## config.mk

```make
export PLATFORM = sky130hd
export DESIGN_NAME = spram_arbiter_flat
export DESIGN_NICKNAME = d
export VERILOG_FILES = /design/src/rtl/spram_arbiter_if.sv /design/src/rtl/spram_arbiter.sv /design/src/flat_wrapper.sv
export SDC_FILE = /design/constraint.sdc
export NUM_CORES = 1
export LEC_CHECK = 0
export BUFFER_PORTS_ARGS = -buffer_cell sky130_fd_sc_hd__buf_2
export CORE_ASPECT_RATIO = 1.75
export CORE_MARGIN = 8
export CORE_UTILIZATION = 42
export CTS_BUF_LIST = sky130_fd_sc_hd__clkbuf_16
export CTS_CLUSTER_SIZE = 10
export DETAILED_ROUTE_END_ITERATION = 12
export HOLD_SLACK_MARGIN = 0.02
export PLACE_DENSITY = 0.86
export RECOVER_POWER = 50
export SLEW_MARGIN = 5
export SYNTH_ARGS = -nofsm -noshare
export SYNTH_HDL_FRONTEND = slang
export SYNTH_SLANG_ARGS = --single-unit
```

## constraint.sdc

```tcl
create_clock -name clk -period 3 [get_ports clk]
set_input_delay 0.6 -clock clk [delete_from_list [all_inputs] [get_ports clk]]
set_output_delay 0.6 -clock clk [all_outputs]
set_load 0.005 [all_outputs]
```

## src/rtl/spram_arbiter_if.sv

```systemverilog
// Requester-side and SPRAM-side signal bundle for spram_arbiter.
// The slave modport is the arbiter. The master modport is the environment: requesters plus the SPRAM.
interface spram_arbiter_if;
    logic        p0_req;
    logic        p1_req;
    logic        p0_we;
    logic        p1_we;
    logic [13:0] p0_addr;
    logic [13:0] p1_addr;
    logic [15:0] p0_wdata;
    logic [15:0] p1_wdata;
    logic        p0_gnt;
    logic        p1_gnt;
    logic [15:0] p0_rdata;
    logic [15:0] p1_rdata;
    logic        p0_rvalid;
    logic        p1_rvalid;
    logic [13:0] ram_addr;
    logic [15:0] ram_data_in;
    logic        ram_we;
    logic [15:0] ram_data_out;

    modport slave (
        input  p0_req, p1_req, p0_we, p1_we, p0_addr, p1_addr,
        input  p0_wdata, p1_wdata, ram_data_out,
        output p0_gnt, p1_gnt, p0_rdata, p1_rdata, p0_rvalid, p1_rvalid,
        output ram_addr, ram_data_in, ram_we
    );

    modport master (
        output p0_req, p1_req, p0_we, p1_we, p0_addr, p1_addr,
        output p0_wdata, p1_wdata, ram_data_out,
        input  p0_gnt, p1_gnt, p0_rdata, p1_rdata, p0_rvalid, p1_rvalid,
        input  ram_addr, ram_data_in, ram_we
    );
endinterface

```

## src/rtl/spram_arbiter.sv

```systemverilog
// Two-port arbiter in front of a single-port RAM. Grants are zero-wait. Read data returns one cycle after the grant.
// Ties go round-robin, or to port 0 under a starvation cap that lets port 1 through.
module spram_arbiter #(
    parameter int          ROUND_ROBIN  = 1,
    parameter int unsigned STARVE_LIMIT = 4
) (
    input  logic           clk,
    input  logic           rst,
    spram_arbiter_if.slave bus
);
    localparam logic [3:0] LIMIT = 4'(STARVE_LIMIT);

    logic        last_q, last_d;     // 1: port 1 was granted most recently
    logic [3:0]  starve_q, starve_d;
    logic        rv0_q, rv1_q;
    logic [15:0] rd0_q, rd1_q;
    logic        gnt0, gnt1;

    always_comb begin
        gnt0 = 1'b0;
        gnt1 = 1'b0;
        if (!rst) begin
            if (bus.p0_req && !bus.p1_req) begin
                gnt0 = 1'b1;
            end else if (bus.p1_req && !bus.p0_req) begin
                gnt1 = 1'b1;
            end else if (bus.p0_req && bus.p1_req) begin
                if (ROUND_ROBIN != 0) begin
                    gnt0 = last_q;
                    gnt1 = !last_q;
                end else begin
                    gnt1 = (starve_q == LIMIT);
                    gnt0 = !gnt1;
                end
            end
        end
    end

    always_comb begin
        last_d   = last_q;
        starve_d = starve_q;
        if (gnt0) begin
            last_d = 1'b0;
        end else if (gnt1) begin
            last_d = 1'b1;
        end
        if (!bus.p1_req || gnt1) begin
            starve_d = 4'd0;
        end else if (gnt0 && (starve_q < LIMIT)) begin
            starve_d = starve_q + 4'd1;
        end
    end

    // Port 0 is presented to the RAM whenever nobody is granted.
    always_comb begin
        bus.ram_addr    = bus.p0_addr;
        bus.ram_data_in = bus.p0_wdata;
        bus.ram_we      = 1'b0;
        if (gnt1) begin
            bus.ram_addr    = bus.p1_addr;
            bus.ram_data_in = bus.p1_wdata;
            bus.ram_we      = bus.p1_we;
        end else if (gnt0) begin
            bus.ram_we = bus.p0_we;
        end
    end

    always_ff @(posedge clk or posedge rst) begin
        if (rst) begin
            last_q   <= 1'b1;
            starve_q <= 4'd0;
            rv0_q    <= 1'b0;
            rv1_q    <= 1'b0;
            rd0_q    <= 16'd0;
            rd1_q    <= 16'd0;
        end else begin
            last_q   <= last_d;
            starve_q <= starve_d;
            rv0_q    <= gnt0 && !bus.p0_we;
            rv1_q    <= gnt1 && !bus.p1_we;
            if (rv0_q) begin
                rd0_q <= bus.ram_data_out;
            end
            if (rv1_q) begin
                rd1_q <= bus.ram_data_out;
            end
        end
    end

    // Read data passes straight through in the rvalid cycle, then is held until the next rvalid.
    assign bus.p0_gnt    = gnt0;
    assign bus.p1_gnt    = gnt1;
    assign bus.p0_rvalid = rv0_q;
    assign bus.p1_rvalid = rv1_q;
    assign bus.p0_rdata  = rv0_q ? bus.ram_data_out : rd0_q;
    assign bus.p1_rdata  = rv1_q ? bus.ram_data_out : rd1_q;
endmodule

```

## src/flat_wrapper.sv

```systemverilog
// flat-port wrapper written by rule: the top's interface ports become plain ports
module spram_arbiter_flat 
#(
    parameter int          ROUND_ROBIN  = 1,
    parameter int unsigned STARVE_LIMIT = 4
)
  (clk, rst, bus_p0_req, bus_p1_req, bus_p0_we, bus_p1_we, bus_p0_addr, bus_p1_addr, bus_p0_wdata, bus_p1_wdata, bus_ram_data_out, bus_p0_gnt, bus_p1_gnt, bus_p0_rdata, bus_p1_rdata, bus_p0_rvalid, bus_p1_rvalid, bus_ram_addr, bus_ram_data_in, bus_ram_we);
  spram_arbiter_if bus_i ();
  input  logic clk;
  input  logic rst;
  input wire logic [$bits(bus_i.p0_req)-1:0] bus_p0_req;
  input wire logic [$bits(bus_i.p1_req)-1:0] bus_p1_req;
  input wire logic [$bits(bus_i.p0_we)-1:0] bus_p0_we;
  input wire logic [$bits(bus_i.p1_we)-1:0] bus_p1_we;
  input wire logic [$bits(bus_i.p0_addr)-1:0] bus_p0_addr;
  input wire logic [$bits(bus_i.p1_addr)-1:0] bus_p1_addr;
  input wire logic [$bits(bus_i.p0_wdata)-1:0] bus_p0_wdata;
  input wire logic [$bits(bus_i.p1_wdata)-1:0] bus_p1_wdata;
  input wire logic [$bits(bus_i.ram_data_out)-1:0] bus_ram_data_out;
  output wire logic [$bits(bus_i.p0_gnt)-1:0] bus_p0_gnt;
  output wire logic [$bits(bus_i.p1_gnt)-1:0] bus_p1_gnt;
  output wire logic [$bits(bus_i.p0_rdata)-1:0] bus_p0_rdata;
  output wire logic [$bits(bus_i.p1_rdata)-1:0] bus_p1_rdata;
  output wire logic [$bits(bus_i.p0_rvalid)-1:0] bus_p0_rvalid;
  output wire logic [$bits(bus_i.p1_rvalid)-1:0] bus_p1_rvalid;
  output wire logic [$bits(bus_i.ram_addr)-1:0] bus_ram_addr;
  output wire logic [$bits(bus_i.ram_data_in)-1:0] bus_ram_data_in;
  output wire logic [$bits(bus_i.ram_we)-1:0] bus_ram_we;
  assign bus_i.p0_req = bus_p0_req;
  assign bus_i.p1_req = bus_p1_req;
  assign bus_i.p0_we = bus_p0_we;
  assign bus_i.p1_we = bus_p1_we;
  assign bus_i.p0_addr = bus_p0_addr;
  assign bus_i.p1_addr = bus_p1_addr;
  assign bus_i.p0_wdata = bus_p0_wdata;
  assign bus_i.p1_wdata = bus_p1_wdata;
  assign bus_i.ram_data_out = bus_ram_data_out;
  assign bus_p0_gnt = bus_i.p0_gnt;
  assign bus_p1_gnt = bus_i.p1_gnt;
  assign bus_p0_rdata = bus_i.p0_rdata;
  assign bus_p1_rdata = bus_i.p1_rdata;
  assign bus_p0_rvalid = bus_i.p0_rvalid;
  assign bus_p1_rvalid = bus_i.p1_rvalid;
  assign bus_ram_addr = bus_i.ram_addr;
  assign bus_ram_data_in = bus_i.ram_data_in;
  assign bus_ram_we = bus_i.ram_we;
  spram_arbiter #(.ROUND_ROBIN(ROUND_ROBIN), .STARVE_LIMIT(STARVE_LIMIT)) u_core (.clk(clk), .rst(rst), .bus(bus_i));
endmodule
```

==> results of run 1 <==
[layout by cell type (no fill, tap or decap), types with 5 or more instances in the layout]
master     netlist  routed
clkbuf_16        0       5
mux2_1           0      19
mux2_4          28      28
dfrtp_1         34      34
mux2_2          34      15
buf_2            4     147
[critical path, cell delays in order]
cell      delay, ns
clkbuf_1       0.23
nor2b_2        0.09
nand2_2        0.26
buf_12         0.25
mux2_2         0.35
buf_2          0.14
[kinds of logic (layout without fill, tap and decap cells)]
| family | count (synthesis) | after routing |
|---|---|---|
| multiplexers | 62 | 62 |
| flip-flops | 35 | 35 |
| AND/OR/NAND/NOR | 10 | 10 |
| buffers and inverters | 9 | 159 |
| AO/OA/AOI/OAI | 2 | 2 |
[report_power, final]
part	internal, mW	leakage, nW	total (mW)	switching (mW)
logic	0.263	1.03	0.461	0.198
registers	0.585	0.417	0.622	0.0365
clock network	0.297	0.0671	0.464	0.167
total	1.15	1.52	1.55	0.401
[final timing paths]
path                                   endpoint  slack, ns                  from  cells past startpoint
min in group clk               u_core.rd1_q[10]       0.47      u_core.rd1_q[10]                      1
max in group asynchronous       u_core.rd0_q[1]       0.97                   rst                      3
hold / removal             u_core.bus.p1_rvalid       0.28                   rst                      2
setup reg to reg                u_core.rd0_q[8]       1.65  u_core.bus.p0_rvalid                      1
hold reg to reg                u_core.rd1_q[10]       0.47      u_core.rd1_q[10]                      1
setup / recovery            bus_ram_data_in[15]       0.48                   rst                      6
[area by class of cell]
cell class	count	area (um2)
Clock buffer	5	125
Inverter	2	7.51
Tap cell	49	61.3
Sequential cell	35	877
Clock inverter	2	8.76
Multi-Input combinational cell	74	868
Timing Repair Buffer	150	763
Fill cell	339	1440
[registers in the layout (all words and copies together) (netlist names)]
signal	cells
u_core.rd0_q	16
u_core.bus.p0_rvalid	1
u_core.bus.p1_rvalid	1
u_core.rd1_q	16
u_core.last_q	1
[layer usage]
layer / global-route usage / vias up
met3: 0.106 / 4
met5: 0 / -
met4: 0.0507 / 0
met1: 0.189 / 723
li1: - / 716
met2: 0.299 / 126
[synth_stat cells]
library cell and instances:
buf_6 3, inv_1 2, o22a_1 1, nor2_1 2, nand3_1 2, dfstp_2 1, nor3_1 1, buf_2 4
nand2_1 2, mux2_2 34, mux2_4 28, nand2_2 1, nand2b_1 1, nor2b_2 1, a21oi_1 1, dfrtp_1 34
==> parameters.txt, run 1 <==
Parameter                              Value

Timing
  Final Max Slew Viols    34
  Worst Clk Skew    0.00188 ns
  Smallest setup slack after layout    0.480 ns
  Hold Violations, Final    0
  Setup TNS    0 ns
  Fraction of the cycle the final worst path needs    0.840
  Final worst hold slack    0.282 ns
  Final Setup Violations    0
  Final critical path time including I/O delays and setup    2.52 ns
  Maximum clock frequency    397 MHz
  Tightest Pin Transition    1.64 ns
  Headroom to the max-slew limit    -0.0959
  RSZ-0062 raised after global routing    false

Synth
  Share of the yosys chip area belonging to registers    0.485
  Library cell with the largest summed area after synthesis    dfrtp_1
  Post-synth design cell area    1810 um2
  Post-Syn Nets    200
  Cells after Synth    118
  Number of distinct library cells after synthesis    16
  Synthesized area divided by synthesized cell count    15.3 um2
  Combinational family with the most area after synthesis    multiplexers
  Mux cell area share after synthesis    0.445
  Yosys synthesis warning count    0
  Post-Synth Simple-Gate Area    0.0284
  Dominant cells by area after synthesis    dfrtp_1, mux2_4, mux2_2
  Compound-gate portion of the synthesized area    0.00762
  Post-synthesis share of cell area spent on full adders, half adders and majority gates    0
  Number of synthesized register bits    35
  Synth top area share    0.471
  Fraction of synthesized cell area in xor and xnor cells    0

Route
  Number of vias after detailed routing    1569
  Sum of routed wire segments on met1    2290 um
  Met3 wire length    913 um
  Met2 Routed Length    2820 um
  Highest metal layer used by the detailed router    met4
  Number of design-rule violations left by the first detailed-router iteration    38
  Routed length per instance    19.2 um
  Wirelength, routed    6070 um
  Mean number of vias per cell    4.95
  DRC viols    0
  Number of antenna-violating nets in the routed design    0
  Iteration count of the initial detailed-routing pass    4

Finish
  Layout cell share with drive strength beyond 1    0.743
  Final std cell area, no fill    2710 um2
  Final nets    350
  ANT cells    0
  Utilization of the core after routing    0.653
  Number of cells in the finished layout apart from fillers    317
  Area growth from synthesis to layout    50.1%

Clock tree
  CTS tree    done
  Clock sinks    35
  Num CTS Buffers    5
  Clock-pin transition on the worst setup and hold timing paths    0.05 ns
  Clock H-tree levels    2
  Worst-Skew Late Latency    0.27 ns
  Number of buffers inserted by hold repair at cts    0
  Post-CTS Setup Repair Bufs    0
  Maximum clock path buffer count    2
  Cells resized by post-CTS repair    0
  Root buffer selected by CTS    clkbuf_16

Placement
  Port Buffer Count    148
  Final weighted congestion in routability-driven placement    0.770
  Final HPWL from detailed placement    5310 um
  Placement-stage cell area    2580 um2
  Cells after DPL    310
  Setup slack at placement    0.542 ns

Worst hold path
  Worst hold path type    in2async

Power and ir drop
  Pwr per Cell Area    571 nW/um2
  Overall Power    1.55 mW
  Leakage component of the power    1.52 nW
  Maximum vdd ir drop    0.000460 V

Critical path
  Critical path start-end classification    in2out
  Critical path fanouts, max    24
  Endpoint required time on the critical path    2.40 ns
  Worst setup SP type    input port
  Endpoint type of the worst setup path    output port
  Arrival @ worst endpoint    1.92 ns

Run
  Max capacitance violation total    1

Global route
  Pin count of the biggest net entering global routing    34
  Total global routing overflow    0
  Antenna violations before repair    0
  Global-route wire length before repair    9270 um
  Vias in the first global route    1902
  GRT Overall Usage    0.181

Floorplan
  Die boundary width    65.6 um
  Floorplan core area    4150 um2
  Effective utilization at floorplan    0.435
  Std-Cell Rows    31
  Vertical die dimension    103 um
  Total die area    6740 um2
  Top-level port count    149

Outcome
  Violations in the final reports    capacitance limit, slew limit
  Outcome    finished, violations left
Note: power is estimated with default switching activity, not from simulation.
==> run 2, diff against run 1 <==
--- a/config.mk
+++ b/config.mk
@@ -8,12 +8,12 @@
 export BUFFER_PORTS_ARGS = -buffer_cell sky130_fd_sc_hd__buf_2
 export CORE_ASPECT_RATIO = 1.75
 export CORE_MARGIN = 8
-export CORE_UTILIZATION = 42
+export CORE_UTILIZATION = 39
 export CTS_BUF_LIST = sky130_fd_sc_hd__clkbuf_16
 export CTS_CLUSTER_SIZE = 10
 export DETAILED_ROUTE_END_ITERATION = 12
 export HOLD_SLACK_MARGIN = 0.02
-export PLACE_DENSITY = 0.86
+export PLACE_DENSITY = 0.81
 export RECOVER_POWER = 50
 export SLEW_MARGIN = 5
 export SYNTH_ARGS = -nofsm -noshare
==> constraint.sdc (replaced) <==
create_clock -name clk -period 2.4 [get_ports clk]
set_input_delay 0.48 -clock clk [delete_from_list [all_inputs] [get_ports clk]]
set_output_delay 0.48 -clock clk [all_outputs]
set_load 0.005 [all_outputs]
==> run 2 against run 1 <==
Net effect:
- the flow now finishes without violations
- via count down 0.32%
- sequential power up 23%
- first-iteration DRC count up 50%
- critical path type is now reg2out
- cell count up 2.2%
- global-route usage down 2.6 points
- core utilization down 5.4 points
- setup slack worse by 0.28 ns
- clock skew up 0.0017 ns
==> parameters.txt, run 2 (same netlist as run 1, synthesis figures left out) <==
Parameter                              Value

Power and ir drop
  Clock group share of total power    0.306 (was 0.300)
  Overall Power    1.94 mW (was 1.55 mW)
  P_sw    0.500 mW (was 0.401 mW)
  Sw frac    0.257 (was 0.259)
  Share of power burned in registers    0.395 (was 0.402)
  Cell internal pwr    1.44 mW (was 1.15 mW)
  Leakage component of the power    1.53 nW (was 1.52 nW)
  Maximum vdd ir drop    0.000585 V (was 0.000460 V)
  Pwr per Cell Area    708 nW/um2 (was 571 nW/um2)
  Combinational cell fraction of total power    0.300 (was 0.298)

Finish
  Final nets    353 (was 350)
  Most common cell after layout, fill and taps aside    buf_2 (unchanged)
  Largest registers    u_core.rd0_q x16, u_core.rd1_q x16 (unchanged)
  Layout cell share with drive strength beyond 1    0.757 (was 0.743)
  ANT cells    0 (unchanged)
  Total area of multi-input combinational cells    868 um2 (unchanged)
  Number of fill cells in the layout    377 (was 339)
  Area taken by flip-flops and latches    877 um2 (unchanged)
  Top library cells by usage in the layout, fill and taps aside    buf_2, dfrtp_1, mux2_4 (unchanged)
  Area growth from synthesis to layout    51.9% (was 50.1%)
  Final std cell area, no fill    2750 um2 (was 2710 um2)

Outcome
  Outcome    finished clean (was finished, violations left)

Floorplan
  Std-Cell Rows    33 (was 31)
  Top-level port count    149 (unchanged)
  Floorplan core area    4580 um2 (was 4150 um2)
  Vertical die dimension    106 um (was 103 um)
  Effective utilization at floorplan    0.394 (was 0.435)
  Die boundary width    67.5 um (was 65.6 um)
  Total die area    7150 um2 (was 6740 um2)

Worst hold path
  Start point of the worst min-delay path    bus_p0_we
  Worst hold path type    in2reg (was in2async)

Timing
  Final Setup Violations    0 (unchanged)
  Tightest Pin Transition    0.841 ns (was 1.64 ns)
  Hold Violations, Final    0 (unchanged)
  RSZ-0062 raised after global routing    false (unchanged)
  Final critical path time including I/O delays and setup    2.20 ns
  Setup TNS    0 ns (unchanged)
  Fraction of the cycle the final worst path needs    0.917
  Headroom to the max-slew limit    0.439 (was -0.0959)
  Worst Clk Skew    0.00362 ns (was 0.00188 ns)
  Maximum clock frequency    454 MHz
  Final Max Slew Viols    0 (was 34)

Route
  Number of design-rule violations left by the first detailed-router iteration    57 (was 38)
  Iteration count of the initial detailed-routing pass    4 (unchanged)
  DRC viols    0 (unchanged)
  Wirelength, routed    5490 um (was 6070 um)
  Number of antenna-violating nets in the routed design    0 (unchanged)
  Routed length per instance    16.9 um (was 19.2 um)
  Mean number of vias per cell    4.83 (was 4.95)
  Number of vias after detailed routing    1564 (was 1569)

Clock tree
  Root buffer selected by CTS    clkbuf_16 (unchanged)
  Maximum clock path buffer count    2 (unchanged)
  Post-CTS Setup Repair Bufs    0 (unchanged)
  Clock sinks    35 (unchanged)
  Clock H-tree levels    2 (unchanged)
  CTS tree    done (unchanged)
  Clock-pin transition on the worst setup and hold timing paths    0.05 ns (about the same)
  Cells resized by post-CTS repair    0 (unchanged)
  Number of buffers inserted by hold repair at cts    0 (unchanged)
  Num CTS Buffers    5 (unchanged)
  Worst-Skew Late Latency    0.27 ns (about the same)

Global route
  Vias in the first global route    1873 (was 1902)
  Antenna violations before repair    0 (unchanged)
  Total global routing overflow    0 (unchanged)
  Pin count of the biggest net entering global routing    36 (was 34)
  GRT Overall Usage    0.154 (was 0.181)
  Global-route wire length before repair    8700 um (was 9270 um)

Critical path
  Critical path fanouts, max    12 (was 24)
  Endpoint required time on the critical path    1.92 ns (was 2.40 ns)
  Endpoint type of the worst setup path    output port (unchanged)
  Reg-to-reg critical path startpoint    u_core.last_q (was u_core.bus.p0_rvalid)
  Arrival @ worst endpoint    1.72 ns (was 1.92 ns)
  Worst setup SP type    flop (was input port)
  Launching element of the worst setup path    u_core.last_q (was rst)
  Critical path start-end classification    reg2out (was in2out)

Run
  Max capacitance violation total    0 (was 1)

Placement
  Final weighted congestion in routability-driven placement    0.806 (was 0.770)
  Placement-stage cell area    2610 um2 (was 2580 um2)
  Final HPWL from detailed placement    4730 um (was 5310 um)
  Port Buffer Count    148 (unchanged)
==> run 2: cell count changes in the layout (fill, tap and decap cells not counted), sizes merged <==
cell	delta
buf	+3
clkinvlp	+1
==> run 2: layout make-up <==
class,count,area share
clock inverters,3,0.00547
multi-input cells,74,0.316
repair buffers,153,0.287
well taps,52,0.0237
inverters,2,0.00273
flip-flops and latches,35,0.320
clock buffers,5,0.0456
==> run 2: path summary, 6_finish.rpt <==
path | slack [ns] | depth (start not counted) | to
hold / removal | 0.38 | 2 | u_core.bus.p0_rvalid
min in group asynchronous | 0.54 | 3 | u_core.bus.p0_rvalid
setup reg to reg | 1.24 | 4 | u_core.bus.p1_rvalid
hold reg to reg | 0.48 | 1 | u_core.rd0_q[0]
setup / recovery | 0.20 | 5 | bus_ram_data_in[15]
max in group asynchronous | 1.33 | 3 | u_core.rd0_q[13]
==> run 2: power groups by stage <==
stage | combinational, mW | sequential [mW] | clock (mW)
5_1_grt | 0.645 | 0.782 | 0.643
3_5_place_dp | 0.614 | 0.779 | 0
3_3_place_gp | 0.598 | 0.769 | 0
6_report | 0.582 | 0.767 | 0.594
4_1_cts | 0.616 | 0.771 | 0.614
2_1_floorplan | 0.318 | 0.764 | 0
==> run 2: through the flow <==
step	setup WS [ns]	hold slack [ns]	utilization	cells
6_report	0.199	0.380	0.599	324
4_1_cts	0.200	0.371	0.600	324
3_3_place_gp	0.396	0.477	0.569	316
3_5_place_dp	0.371	0.482	0.569	316
2_1_floorplan	0.691	0.486	-	118
5_1_grt	0.114	0.383	0.599	324
==> run 2: layer usage <==
layer  GRT usage  up-vias  part of all wire
met5           0        -                 0
met1       0.141      733              0.33
li1            -      719                 -
met3      0.0705        7              0.13
met4      0.0376        0             0.012
met2       0.289      105              0.53
==> run 2: worst max-delay path, stage by stage (launching register included) <==
cell	delay [ns]
dfstp_1	0.54
nand2_1	0.10
nand2_2	0.10
buf_4	0.23
mux2_2	0.35
buf_2	0.13
==> run 3, diff against run 2 <==
--- a/config.mk
+++ b/config.mk
@@ -6,6 +6,7 @@
 export NUM_CORES = 1
 export LEC_CHECK = 0
 export BUFFER_PORTS_ARGS = -buffer_cell sky130_fd_sc_hd__buf_2
+export CAP_MARGIN = 40
 export CORE_ASPECT_RATIO = 1.75
 export CORE_MARGIN = 8
 export CORE_UTILIZATION = 39
@@ -15,6 +16,7 @@
 export HOLD_SLACK_MARGIN = 0.02
 export PLACE_DENSITY = 0.81
 export RECOVER_POWER = 50
+export REMOVE_ABC_BUFFERS = 1
 export SLEW_MARGIN = 5
 export SYNTH_ARGS = -nofsm -noshare
 export SYNTH_HDL_FRONTEND = slang
==> run 3 against run 2 <==
Net effect:
- cell count rose by 0.31%
- total power rose by 7.0%
- register-to-register slack better by 0.08 ns
- clock skew hardly changed
- critical path depth is the same
- global-route usage is 0.66 points higher
- critical path type unchanged
==> parameters.txt, run 3 (same netlist as run 1, synthesis figures left out) <==
Parameter                              Value

Timing
  Final critical path time including I/O delays and setup    2.25 ns (was 2.20 ns)
  Fraction of the cycle the final worst path needs    0.938 (was 0.917)
  Tightest Pin Transition    0.818 ns (was 0.841 ns)
  Hold Violations, Final    0 (unchanged)
  Final worst hold slack    0.321 ns (was 0.380 ns)
  RSZ-0062 raised after global routing    false (unchanged)
  Maximum clock frequency    444 MHz (was 454 MHz)
  Final Max Slew Viols    0 (unchanged)
  Worst Clk Skew    0.00363 ns (was 0.00362 ns)
  Final Setup Violations    0 (unchanged)
  Headroom to the max-slew limit    0.455 (was 0.439)
  Setup TNS    0 ns (unchanged)

Finish
  Top library cells by usage in the layout, fill and taps aside    buf_2, dfrtp_1, mux2_4 (unchanged)
  Area taken by flip-flops and latches    877 um2 (unchanged)
  Layout cell share with drive strength beyond 1    0.791 (was 0.757)
  Number of cells in the finished layout apart from fillers    325 (was 324)
  Final nets    354 (was 353)
  Number of fill cells in the layout    392 (was 377)
  Most common cell after layout, fill and taps aside    buf_2 (unchanged)
  Largest registers    u_core.rd0_q x16, u_core.rd1_q x16 (unchanged)
  Area growth from synthesis to layout    53.9% (was 51.9%)
  Total area of multi-input combinational cells    868 um2 (unchanged)
  ANT cells    0 (unchanged)

Clock tree
  Num CTS Buffers    5 (unchanged)
  Maximum clock path buffer count    2 (unchanged)
  Worst-Skew Late Latency    0.27 ns (about the same)
  Root buffer selected by CTS    clkbuf_16 (unchanged)
  Clock sinks    35 (unchanged)
  Number of buffers inserted by hold repair at cts    0 (unchanged)
  CTS tree    done (unchanged)
  Clock-pin transition on the worst setup and hold timing paths    0.06 ns (was 0.05 ns)
  Clock H-tree levels    2 (unchanged)
  Cells resized by post-CTS repair    0 (unchanged)
  Post-CTS Setup Repair Bufs    0 (unchanged)

Worst hold path
  Worst hold path type    in2async (was in2reg)

Global route
  GRT Overall Usage    0.161 (was 0.154)
  Global-route wire length before repair    8930 um (was 8700 um)
  Total global routing overflow    0 (unchanged)
  Pin count of the biggest net entering global routing    35 (was 36)
  Vias in the first global route    1850 (was 1873)
  Antenna violations before repair    0 (unchanged)

Critical path
  Endpoint type of the worst setup path    output port (unchanged)
  Launching element of the worst setup path    u_core.last_q (unchanged)
  Arrival @ worst endpoint    1.77 ns (was 1.72 ns)
  Worst Path Buf+Inv    2 (unchanged)
  Endpoint required time on the critical path    1.92 ns (about the same)
  Reg-to-reg critical path startpoint    u_core.bus.p0_rvalid (was u_core.last_q)
  Cell depth of the worst flop-to-flop path    2 (was 4)
  Critical path fanouts, max    18 (was 12)
  Delay of the slowest cell on the worst path    0.55 ns (was 0.54 ns)
  Cell family with the largest share of critical-path delay    flip-flops (unchanged)
  Worst R2R Setup Slack    1.32 ns (was 1.24 ns)
  Stages on the worst setup path    5 (unchanged)
  Critical Path Sink    bus_ram_data_in[15] (unchanged)
  Critical path start-end classification    reg2out (unchanged)
  Worst setup SP type    flop (unchanged)
  Reg-to-reg endpoint    u_core.rd0_q[11] (was u_core.bus.p1_rvalid)
  Cells along the critical path    nand2_1, nand2_2, buf_12, mux2_2, buf_2 (was nand2_1, nand2_2, buf_4, mux2_2, buf_2)
  Cell with the largest stage delay on the worst path    dfstp_1 (unchanged)

Run
  Max capacitance violation total    0 (unchanged)

Outcome
  Outcome    finished clean (unchanged)

Placement
  Final HPWL from detailed placement    5150 um (was 4730 um)
  Cells after DPL    317 (was 316)
  Final weighted congestion in routability-driven placement    0.724 (was 0.806)
  Port Buffer Count    148 (unchanged)

Floorplan
  Top-level port count    149 (unchanged)
  Effective utilization at floorplan    0.394 (unchanged)
  Vertical die dimension    106 um (unchanged)
  Floorplan core area    4580 um2 (unchanged)
  Die boundary width    67.5 um (unchanged)
  Std-Cell Rows    33 (unchanged)
  Total die area    7150 um2 (unchanged)

Route
  DRC viols    0 (unchanged)
  Routed length per instance    18.1 um (was 16.9 um)
  Number of antenna-violating nets in the routed design    0 (unchanged)
  Number of design-rule violations left by the first detailed-router iteration    53 (was 57)
  Mean number of vias per cell    4.89 (was 4.83)
  Wirelength, routed    5880 um (was 5490 um)
  Number of vias after detailed routing    1590 (was 1564)
  Iteration count of the initial detailed-routing pass    4 (unchanged)

Power and ir drop
  Maximum vdd ir drop    0.000595 V (was 0.000585 V)
  Leakage component of the power    1.55 nW (was 1.53 nW)
  Pwr per Cell Area    747 nW/um2 (was 708 nW/um2)
## run 3: changes by cell type in the layout (fill, tap and decap cells not counted), sizes merged
cell,delta
buf,+1
bufinv,+1
clkinvlp,-1
## run 3: how the worst min path moves through the flow
stage                     start          endpoint  slack, ns
5_1_grt                     rst     u_core.last_q       0.36
2_1_floorplan   u_core.rd0_q[0]   u_core.rd0_q[0]       0.49
4_1_cts                     rst     u_core.last_q       0.27
6_report                    rst     u_core.last_q       0.32
3_3_place_gp    u_core.rd1_q[4]   u_core.rd1_q[4]       0.48
3_5_place_dp   u_core.rd1_q[13]  u_core.rd1_q[13]       0.48
## run 3: cell type report
type                    instances  share of cell area
flip-flops and latches         35               0.315
multi-input cells              74               0.312
inverters                       2             0.00270
repair buffers                154               0.286
well taps                      52              0.0234
clock inverters                 3              0.0157
clock buffers                   5              0.0450
## run 3: through the flow
step	area [um2]	worst slack [ns]	total power, mW	util
floorplan	1750	0.282	1.08	-
global placement	2620	0.350	1.37	0.571
detailed placement	2620	0.328	1.40	0.571
CTS	2790	0.150	2.13	0.608
global route	2780	0.0399	2.20	0.607
finish	2780	0.148	2.08	0.607
## run 3: worst register-to-register path: stages (launching register included)
cell and delay [ns]:
dfrtp_1 0.32, buf_4 0.25, mux2_2 0.39
## run 3: power by group
group | internal [mW] | total (mW) | switching (mW)
clock network | 0.489 | 0.720 | 0.232
registers | 0.731 | 0.765 | 0.0338
logic | 0.343 | 0.593 | 0.250
total | 1.56 | 2.08 | 0.515
## run 3: per-layer routing
layer / up-vias / track usage / wire [um]
li1: 723 / - / -
met1: 730 / 0.167 / 2070
met2: 129 / 0.258 / 2740
met3: 8 / 0.0958 / 990
met4: 0 / 0.0586 / 81
met5: - / 0 / 0
